===== src/rtl/adder_pkg.sv =====
// adder_pkg: shared FSM state type and digit-count helper for serial_digit_adder
package adder_pkg;

    typedef enum logic [1:0] {IDLE, RUN, DONE} state_t;

    function automatic int num_digits(input int width, input int digit);
        return width / digit;
    endfunction

endpackage


===== src/rtl/serial_digit_adder_if.sv =====
// serial_digit_adder_if: operand/result handshake bundle for serial_digit_adder
//   in_valid/in_ready   : operand pair handshake (a, b, carry_in, sub)
//   out_valid/out_ready : result handshake (sum, carry_out, overflow)
//   master drives operands and out_ready; slave (the adder) drives the rest
interface serial_digit_adder_if #(parameter int WIDTH = 16);

    logic             in_valid;
    logic             in_ready;
    logic [WIDTH-1:0] a;
    logic [WIDTH-1:0] b;
    logic             carry_in;
    logic             sub;
    logic             out_valid;
    logic             out_ready;
    logic [WIDTH-1:0] sum;
    logic             carry_out;
    logic             overflow;

    modport master (
        output in_valid, a, b, carry_in, sub, out_ready,
        input  in_ready, out_valid, sum, carry_out, overflow
    );

    modport slave (
        input  in_valid, a, b, carry_in, sub, out_ready,
        output in_ready, out_valid, sum, carry_out, overflow
    );

endinterface


===== src/rtl/digit_ripple_adder.sv =====
// digit_ripple_adder: combinational DIGIT-bit ripple chain of full-adder cells
//   a, b  : digit operands
//   cin   : carry into bit 0
//   s     : digit sum
//   cout  : carry out of the top bit
//   c_msb : carry into the top bit (for overflow detection)
module digit_ripple_adder #(
    parameter int DIGIT = 4
) (
    input  logic [DIGIT-1:0] a,
    input  logic [DIGIT-1:0] b,
    input  logic             cin,
    output logic [DIGIT-1:0] s,
    output logic             cout,
    output logic             c_msb
);

    logic [DIGIT:0] c;

    always_comb begin
        s = '0;
        c = '0;
        c[0] = cin;
        for (int i = 0; i < DIGIT; i++) begin
            s[i] = a[i] ^ b[i] ^ c[i];
            c[i+1] = (a[i] & b[i]) | (c[i] & (a[i] ^ b[i]));
        end
    end

    assign cout  = c[DIGIT];
    assign c_msb = c[DIGIT-1];

endmodule


===== src/rtl/serial_digit_adder.sv =====
// serial_digit_adder: multi-cycle WIDTH-bit adder/subtractor, DIGIT bits per clock
//   clk, rst_n : clock, asynchronous active-low reset
//   bus        : slave side of serial_digit_adder_if (operands in, result out)
module serial_digit_adder
    import adder_pkg::*;
#(
    parameter int WIDTH = 16,
    parameter int DIGIT = 4
) (
    input logic                 clk,
    input logic                 rst_n,
    serial_digit_adder_if.slave bus
);

    localparam int N  = num_digits(WIDTH, DIGIT);
    localparam int CW = (N > 1) ? $clog2(N) : 1;

    if (WIDTH < 1 || DIGIT < 1 || WIDTH % DIGIT != 0) begin : g_bad_params
        $error("serial_digit_adder: WIDTH must be >= 1 and a multiple of DIGIT");
    end

    state_t           state_q, state_d;
    logic [WIDTH-1:0] a_q, a_d;
    logic [WIDTH-1:0] b_q, b_d;
    logic [WIDTH-1:0] sum_q, sum_d;
    logic [CW-1:0]    cnt_q, cnt_d;
    logic             carry_q, carry_d;
    logic             carry_out_q, carry_out_d;
    logic             overflow_q, overflow_d;
    logic             in_ready_q, in_ready_d;
    logic             out_valid_q, out_valid_d;
    logic [DIGIT-1:0] dsum;
    logic             dcout;
    logic             dcmsb;

    digit_ripple_adder #(.DIGIT(DIGIT)) u_slice (
        .a     (a_q[DIGIT-1:0]),
        .b     (b_q[DIGIT-1:0]),
        .cin   (carry_q),
        .s     (dsum),
        .cout  (dcout),
        .c_msb (dcmsb)
    );

    always_comb begin
        state_d     = state_q;
        a_d         = a_q;
        b_d         = b_q;
        sum_d       = sum_q;
        cnt_d       = cnt_q;
        carry_d     = carry_q;
        carry_out_d = carry_out_q;
        overflow_d  = overflow_q;
        case (state_q)
            IDLE: if (in_ready_q && bus.in_valid) begin
                a_d     = bus.a;
                // subtraction is a + ~b + 1, so the carry seed is forced to 1
                b_d     = bus.sub ? ~bus.b : bus.b;
                carry_d = bus.sub | bus.carry_in;
                cnt_d   = '0;
                state_d = RUN;
            end
            RUN: begin
                a_d     = a_q >> DIGIT;
                b_d     = b_q >> DIGIT;
                // new digit enters at the top; after N shifts digit 0 sits at bit 0
                sum_d   = (sum_q >> DIGIT) | (WIDTH'(dsum) << (WIDTH - DIGIT));
                carry_d = dcout;
                cnt_d   = cnt_q + CW'(1);
                if (cnt_q == CW'(N - 1)) begin
                    carry_out_d = dcout;
                    overflow_d  = dcout ^ dcmsb;
                    state_d     = DONE;
                end
            end
            DONE: if (bus.out_ready) state_d = IDLE;
            default: state_d = IDLE;
        endcase
        in_ready_d  = state_d == IDLE;
        out_valid_d = state_d == DONE;
    end

    always_ff @(posedge clk or negedge rst_n) begin
        if (!rst_n) begin
            state_q     <= IDLE;
            a_q         <= '0;
            b_q         <= '0;
            sum_q       <= '0;
            cnt_q       <= '0;
            carry_q     <= 1'b0;
            carry_out_q <= 1'b0;
            overflow_q  <= 1'b0;
            in_ready_q  <= 1'b0;
            out_valid_q <= 1'b0;
        end else begin
            state_q     <= state_d;
            a_q         <= a_d;
            b_q         <= b_d;
            sum_q       <= sum_d;
            cnt_q       <= cnt_d;
            carry_q     <= carry_d;
            carry_out_q <= carry_out_d;
            overflow_q  <= overflow_d;
            in_ready_q  <= in_ready_d;
            out_valid_q <= out_valid_d;
        end
    end

    assign bus.in_ready  = in_ready_q;
    assign bus.out_valid = out_valid_q;
    assign bus.sum       = sum_q;
    assign bus.carry_out = carry_out_q;
    assign bus.overflow  = overflow_q;

endmodule


===== src/flat_wrapper.sv =====
// flat-port wrapper written by rule: the top's interface ports become plain ports
module serial_digit_adder_flat import adder_pkg::*;
#(
    parameter int WIDTH = 16,
    parameter int DIGIT = 4
)
  (clk, rst_n, bus_in_valid, bus_a, bus_b, bus_carry_in, bus_sub, bus_out_ready, bus_in_ready, bus_out_valid, bus_sum, bus_carry_out, bus_overflow);
  serial_digit_adder_if #(.WIDTH(WIDTH)) bus_i ();
  input logic clk;
  input logic rst_n;
  input wire logic [$bits(bus_i.in_valid)-1:0] bus_in_valid;
  input wire logic [$bits(bus_i.a)-1:0] bus_a;
  input wire logic [$bits(bus_i.b)-1:0] bus_b;
  input wire logic [$bits(bus_i.carry_in)-1:0] bus_carry_in;
  input wire logic [$bits(bus_i.sub)-1:0] bus_sub;
  input wire logic [$bits(bus_i.out_ready)-1:0] bus_out_ready;
  output wire logic [$bits(bus_i.in_ready)-1:0] bus_in_ready;
  output wire logic [$bits(bus_i.out_valid)-1:0] bus_out_valid;
  output wire logic [$bits(bus_i.sum)-1:0] bus_sum;
  output wire logic [$bits(bus_i.carry_out)-1:0] bus_carry_out;
  output wire logic [$bits(bus_i.overflow)-1:0] bus_overflow;
  assign bus_i.in_valid = bus_in_valid;
  assign bus_i.a = bus_a;
  assign bus_i.b = bus_b;
  assign bus_i.carry_in = bus_carry_in;
  assign bus_i.sub = bus_sub;
  assign bus_i.out_ready = bus_out_ready;
  assign bus_in_ready = bus_i.in_ready;
  assign bus_out_valid = bus_i.out_valid;
  assign bus_sum = bus_i.sum;
  assign bus_carry_out = bus_i.carry_out;
  assign bus_overflow = bus_i.overflow;
  serial_digit_adder #(.WIDTH(WIDTH), .DIGIT(DIGIT)) u_core (.clk(clk), .rst_n(rst_n), .bus(bus_i));
endmodule

===== config.mk =====
export PLATFORM = sky130hd
export DESIGN_NAME = serial_digit_adder_flat
export DESIGN_NICKNAME = d
export VERILOG_FILES = /design/src/rtl/adder_pkg.sv /design/src/rtl/serial_digit_adder_if.sv /design/src/rtl/digit_ripple_adder.sv /design/src/rtl/serial_digit_adder.sv /design/src/flat_wrapper.sv
export SDC_FILE = /design/constraint.sdc
export NUM_CORES = 1
export LEC_CHECK = 0
export ABC_AREA = 0
export BUFFER_PORTS_ARGS = -buffer_cell sky130_fd_sc_hd__buf_2
export CORE_MARGIN = 2
export CORE_UTILIZATION = 54
export DETAILED_ROUTE_END_ITERATION = 10
export MAX_ROUTING_LAYER = met4
export PLACE_DENSITY = 0.79
export SYNTH_ARGS = -nofsm -noshare
export SYNTH_HDL_FRONTEND = slang
export SYNTH_HIERARCHICAL = 1
export SYNTH_SLANG_ARGS = --single-unit

===== constraint.sdc =====
create_clock -name clk -period 3.05 [get_ports clk]
set_input_delay 0.915 -clock clk [delete_from_list [all_inputs] [get_ports clk]]
set_output_delay 0.915 -clock clk [all_outputs]
set_load 0.1 [all_outputs]

# After elaboration in Yosys (flattened, before gate mapping)
# Cells that the tools add are included.
[classes]
n_addsub = 1
eq_ne = 5
mux = 13
bitwise = 24
reduce_logical = 6
[ops]
columns = ["operator", "count"]
rows = [
  ["$pmux 16 s2", 2],
  ["$mux 16", 3],
  ["$not 16->16", 1],
  ["$or 12x16->16", 1],
  ["$xor 1x1->1", 9],
  ["$and 1x1->1", 8],
  ["$mux 2", 4],
  ["$eq 2x2->1 const B", 3],
  ["$pmux 2 s3", 1],
  ["$or 1x1->1", 5],
  ["$logic_not 2->1", 2],
  ["$pmux 2 s2", 1],
  ["$reduce_and 2->1", 2],
  ["$add 2x1->2 const B", 1],
  ["$eq 2x1->1 const B", 1],
  ["$ne 2x1->1 const B", 1],
  ["$pmux 1 s2", 1],
  ["$reduce_bool 2->1", 1],
  ["$logic_and 1x1->1", 1],
  ["$mux 1", 1],
]
[word_totals]
ff_bits = 57
in_bits = 38

# Depth between registers and ports, before layout
[logic_depth]
word_depth = 10
mapped_depth = 8
depth_no_buf = 8

# Hierarchy
# Netlist, hierarchy kept.
[modules_own_cells]
columns = ["mod", "instances", "cells_per_inst", "area_per_inst_um2"]
rows = [
  ["serial_digit_adder", 1, 250, 2518.7],
  ["digit_ripple_adder", 1, 12, 110.1],
]

# Worst setup path after synthesis
# Ideal clock, no wire load.
[synth_path]
path_type = "register to register"
startpoint = "register u_core.a_q[0]"
endpoint = "register u_core.overflow_q, in the netlist u_core/bus.overflow"
t_arrival_ps = 2049
path_slack_ps = 875
path_stages_with_launch = 9
path_cell_list = "dfrtp_1 fa_1 inv_1 fa_1 fa_1 inv_1 fa_1 xor2_1 mux2_4"
[synth_via]
elab_chain_len = 10
[synth_rtl]
columns = ["item", "line_no", "rtl"]
rows = [
  ["from (decl)", "serial_digit_adder.sv:23", "logic [WIDTH-1:0] a_q, a_d;"],
  ["from (signal assigned)", "serial_digit_adder.sv:86", "a_q <= '0;"],
  ["from (signal assigned)", "serial_digit_adder.sv:97", "a_q <= a_d;"],
  ["$xor 1x1->1", "digit_ripple_adder.sv:26", "c[i+1] = (a[i] & b[i]) | (c[i] & (a[i] ^ b[i]));"],
  ["$and 1x1->1", "digit_ripple_adder.sv:26", ""],
  ["$or 1x1->1 *", "digit_ripple_adder.sv:26", ""],
  ["$and 1x1->1 *", "digit_ripple_adder.sv:26", ""],
  ["$or 1x1->1 *", "digit_ripple_adder.sv:26", ""],
  ["$and 1x1->1 *", "digit_ripple_adder.sv:26", ""],
  ["$or 1x1->1 *", "digit_ripple_adder.sv:26", ""],
  ["via u_core.dcmsb", "serial_digit_adder.sv:34", "logic dcmsb;"],
  ["$and 1x1->1 *", "digit_ripple_adder.sv:26", ""],
  ["$or 1x1->1 *", "digit_ripple_adder.sv:26", ""],
  ["via u_core.dcout", "serial_digit_adder.sv:33", "logic dcout;"],
  ["$xor 1x1->1 *", "serial_digit_adder.sv:72", "overflow_d = dcout ^ dcmsb;"],
  ["to (signal assigned)", "serial_digit_adder.sv:103", "overflow_q <= overflow_d;"],
  ["to (decl)", "serial_digit_adder.sv:29", "logic overflow_q, overflow_d;"],
]
# The timed path passes the listed nets; every way through them passes the cells marked *.
# A chain may end at the register's enable or synchronous reset.

# Final worst setup path
# Same ends and word-level chain as after synthesis.

==> impl_results.md <==
- Layout Skew: roughly 0.0065 ns
- Worst reg-to-reg path cell count: 8
- Post-CTS clock slew at the launch and capture registers of the worst setup and hold paths: ~0.060 ns
- Iteration count of the initial detailed-routing pass: 4
- Min-Delay Path Class: flip-flop to flip-flop
- DR vias: around 2000
- Skew-Pair Late Insertion Delay: about 0.32 ns
- Synth Flop Type: dfrtp_1
- Global placer's final weighted congestion: a little over 0.8
- Final cell count without fillers: around 390
- Synth-to-layout area growth: 17.8%
- Die height: between 70 and 80 um
- Core box area: 4720 um2
- Global-route congestion overflow total: 0
- Remaining max-slew budget at the tightest pin: 0.405
- Top cell types by occurrence after synthesis: nand2_1, dfrtp_1, nor2_1, xnor2_1, nand3_1
- TritonCTS clock tree: built
- Cell taking the most area after synthesis: dfrtp_1
- Fin util: 0.656
- Distinct cell type count after synthesis: 30
- Number of rows created at floorplan: 25
- Register-to-register setup slack: 0.75 ns
- Number of register bits inferred by synthesis: between 50 and 60
- Capture point of the worst reg-to-reg path: u_core/bus.overflow$_DFFE_PN0P_
- DRT Wirelength: 5180 um
- Chip width: between 70 and 80 um
- Detailed-placement wirelength estimate: approximately 3400 um
- Cells on Worst Hold Path: 2
- DR WL/cell: between 10 and 15 um
- Clock sink count: 57
- Via-to-Cell Ratio: 5.21
- Most frequently used cell type in the post-synthesis netlist: nand2_1
- Hold buffers post-CTS: 0
- DIE AREA: approximately 5400 um2
- Min-delay src: u_core/bus.sum[3]$_DFFE_PN0P_
- Slew at the pin closest to its max-slew limit: approximately 0.9 ns
- Number of max-cap violations: 0
- Worst setup path startpoint: u_core/a_q[0]$_DFFE_PN0P_
- Via count of the first global-routing pass: about 2000
- Sequential cell area fraction in the yosys report: 0.543
- Fraction of final layout cells with drive strength greater than 1: 0.259
- Required time at the worst-slack endpoint: 3.26 ns
- Initial core utilization: 0.557
- Hold path endpoint: u_core/bus.sum[3]$_DFFE_PN0P_
- Post-Route Setup TNS: 0 ns
- Initial antenna violation count: 0
- CTS H-Tree Depth: 3
- Count of yosys warnings during synthesis: 6
- Initial DRC Count: 112
- Post-route DRC: 0
- Diode insertion count for antenna repair: 0
- Outcome: finished, final reports clean
- Avg Cell Area, Syn: roughly 10 um2
- Post-layout worst setup margin: about 0.75 ns
- Area taken by multi-input logic gates: 1050 um2
- Count of endpoints failing setup in the final report: 0
- Sort of element at the start of the critical path: flip-flop
- Top cell type's share of synthesized area: 0.543
- Proportion of synthesized flip-flops having asynchronous set or reset: 1.00
- CP arrival: ~2.5 ns
- I/O pin cnt: 58
- Worst-case setup slack after placement: between 0.7 and 0.8 ns
- Total placed cells including tap cells: ~370
- Peak fanout along the critical path: 3
- Fill cell count: between 300 and 400
- Netlist area before placement: about 2600 um2
- Worst Setup Path Type: flip-flop to flip-flop
- Residual antenna-violating net count after detailed routing: 0
- Final worst-path cycle share: 0.754
- Final count of pins violating max slew: 0
- Sequential cell area: 1430 um2
- Largest net degree at the start of global routing: 47
- Number of instances in the synthesized netlist: around 260
- Longest Clk Path Bufs: 2
- Wire length of the first global-routing pass: 8740 um
- Period minus WS final: 2.30 ns
- Highest clock frequency the design can meet: ~440 MHz
- Post-synth EDFFs: 0
- TritonCTS Buffers: 9
- Number of post-CTS setup repair buffers: 0
- Root Driver: clkbuf_8
- Port Buffers: 57
- Biggest area contributors in the synthesized netlist: dfrtp_1, nand2_1, xnor2_1, fa_1, nand3_1
- Hold violation total from the final report: 0
- Total Nets Final: about 360
- Setup repair after global routing missed its margin: no
- Mapped Nets: a little over 300
- Number of gates resized after CTS: 0
- Kind of end point of the critical path: flip-flop
- Total routing resource utilization after global routing: 0.221
- Reg-to-reg startpoint: u_core/a_q[0]$_DFFE_PN0P_
[through the flow]
step	cell area (um2)	hold slack, ns
6_report	3100	0.468
5_1_grt	3100	0.507
4_1_cts	3100	0.473
3_5_place_dp	2910	0.457
3_3_place_gp	2910	0.455
2_1_floorplan	2630	0.454
[placed cells by master, fill, tap and decap left out]
| cell type | instances |
|---|---|
| a211oi_1 | 1 |
| a211oi_2 | 1 |
| a221o_1 | 5 |
| and4bb_4 | 1 |
| buf_2 | 57 |
| buf_4 | 4 |
| bufinv_16 | 1 |
| clkbuf_1 | 3 |
| clkbuf_8 | 10 |
| clkinv_2 | 2 |
| dfrtp_1 | 57 |
| fa_1 | 4 |
| ha_1 | 1 |
| inv_1 | 8 |
| mux2_4 | 2 |
| nand2_1 | 65 |
| nand2_2 | 1 |
| nand2b_2 | 1 |
| nand3_1 | 15 |
| nand4bb_1 | 1 |
| nor2_1 | 20 |
| nor2_2 | 1 |
| nor2b_4 | 1 |
| nor3_1 | 13 |
| o211ai_1 | 7 |
| o21a_1 | 1 |
| o21ai_0 | 4 |
| o21ai_1 | 2 |
| o22ai_1 | 12 |
| o32ai_2 | 1 |
| or2b_1 | 1 |
| xnor2_1 | 16 |
| xor2_1 | 1 |
[routing by layer]
| layer | routed length [um] | part of all wire | track usage | up-vias |
|---|---|---|---|---|
| li1 | - | - | - | 975 |
| met1 | 2290 | 0.44 | 0.265 | 973 |
| met2 | 2560 | 0.49 | 0.357 | 60 |
| met3 | 239 | 0.046 | 0.0412 | 10 |
| met4 | 85 | 0.016 | 0.111 | 0 |
| met5 | 0 | 0 | - | - |
[logic make-up after synthesis]
group                    count (synthesis)  synth area share
AO/OA/AOI/OAI                           34            0.0957
XOR/XNOR                                17            0.0566
adder cells (fa/ha/maj)                  5            0.0352
buffers and inverters                   27            0.0609
flip-flops                              57             0.543
multiplexers                             2            0.0114
AND/OR/NAND/NOR                        120             0.198
[area by class of cell]
class,count,share of cell area
Clock buffer,13,0.0481
Timing Repair Buffer,61,0.102
Clock inverter,3,0.0129
Tap cell,67,0.0271
Multi-Input combinational cell,178,0.340
Sequential cell,57,0.461
Inverter,8,0.00970
[flip-flops by register name (all words and copies together) (netlist names)]
name and count:
u_core/b_q 16, u_core/bus.carry_out 1, u_core/bus.out_valid 1, u_core/carry_q 1, u_core/cnt_q 2, u_core/bus.in_ready 1, u_core/state_q 2, u_core/a_q 16
u_core/bus.sum 16, u_core/bus.overflow 1
[worst max-delay path: stages, from the launching register on]
cell	delay, ns
dfrtp_1	0.41
fa_1	0.43
inv_1	0.08
fa_1	0.18
fa_1	0.17
inv_1	0.06
fa_1	0.43
xor2_1	0.17
mux2_4	0.26
[how the worst max path moves through the flow]
stage,endpoint,slack [ns],cells past startpoint
global route,u_core/bus.overflow$_DFFE_PN0P_,0.68,8
global placement,u_core/bus.overflow$_DFFE_PN0P_,0.84,8
floorplan,u_core/bus.overflow$_DFFE_PN0P_,0.88,8
CTS,u_core/bus.overflow$_DFFE_PN0P_,0.76,8
finish,u_core/bus.overflow$_DFFE_PN0P_,0.75,8
detailed placement,u_core/bus.overflow$_DFFE_PN0P_,0.78,8
Power is not shown: default switching activity piles up to over one toggle a cycle in this logic, so the estimate is an artifact.
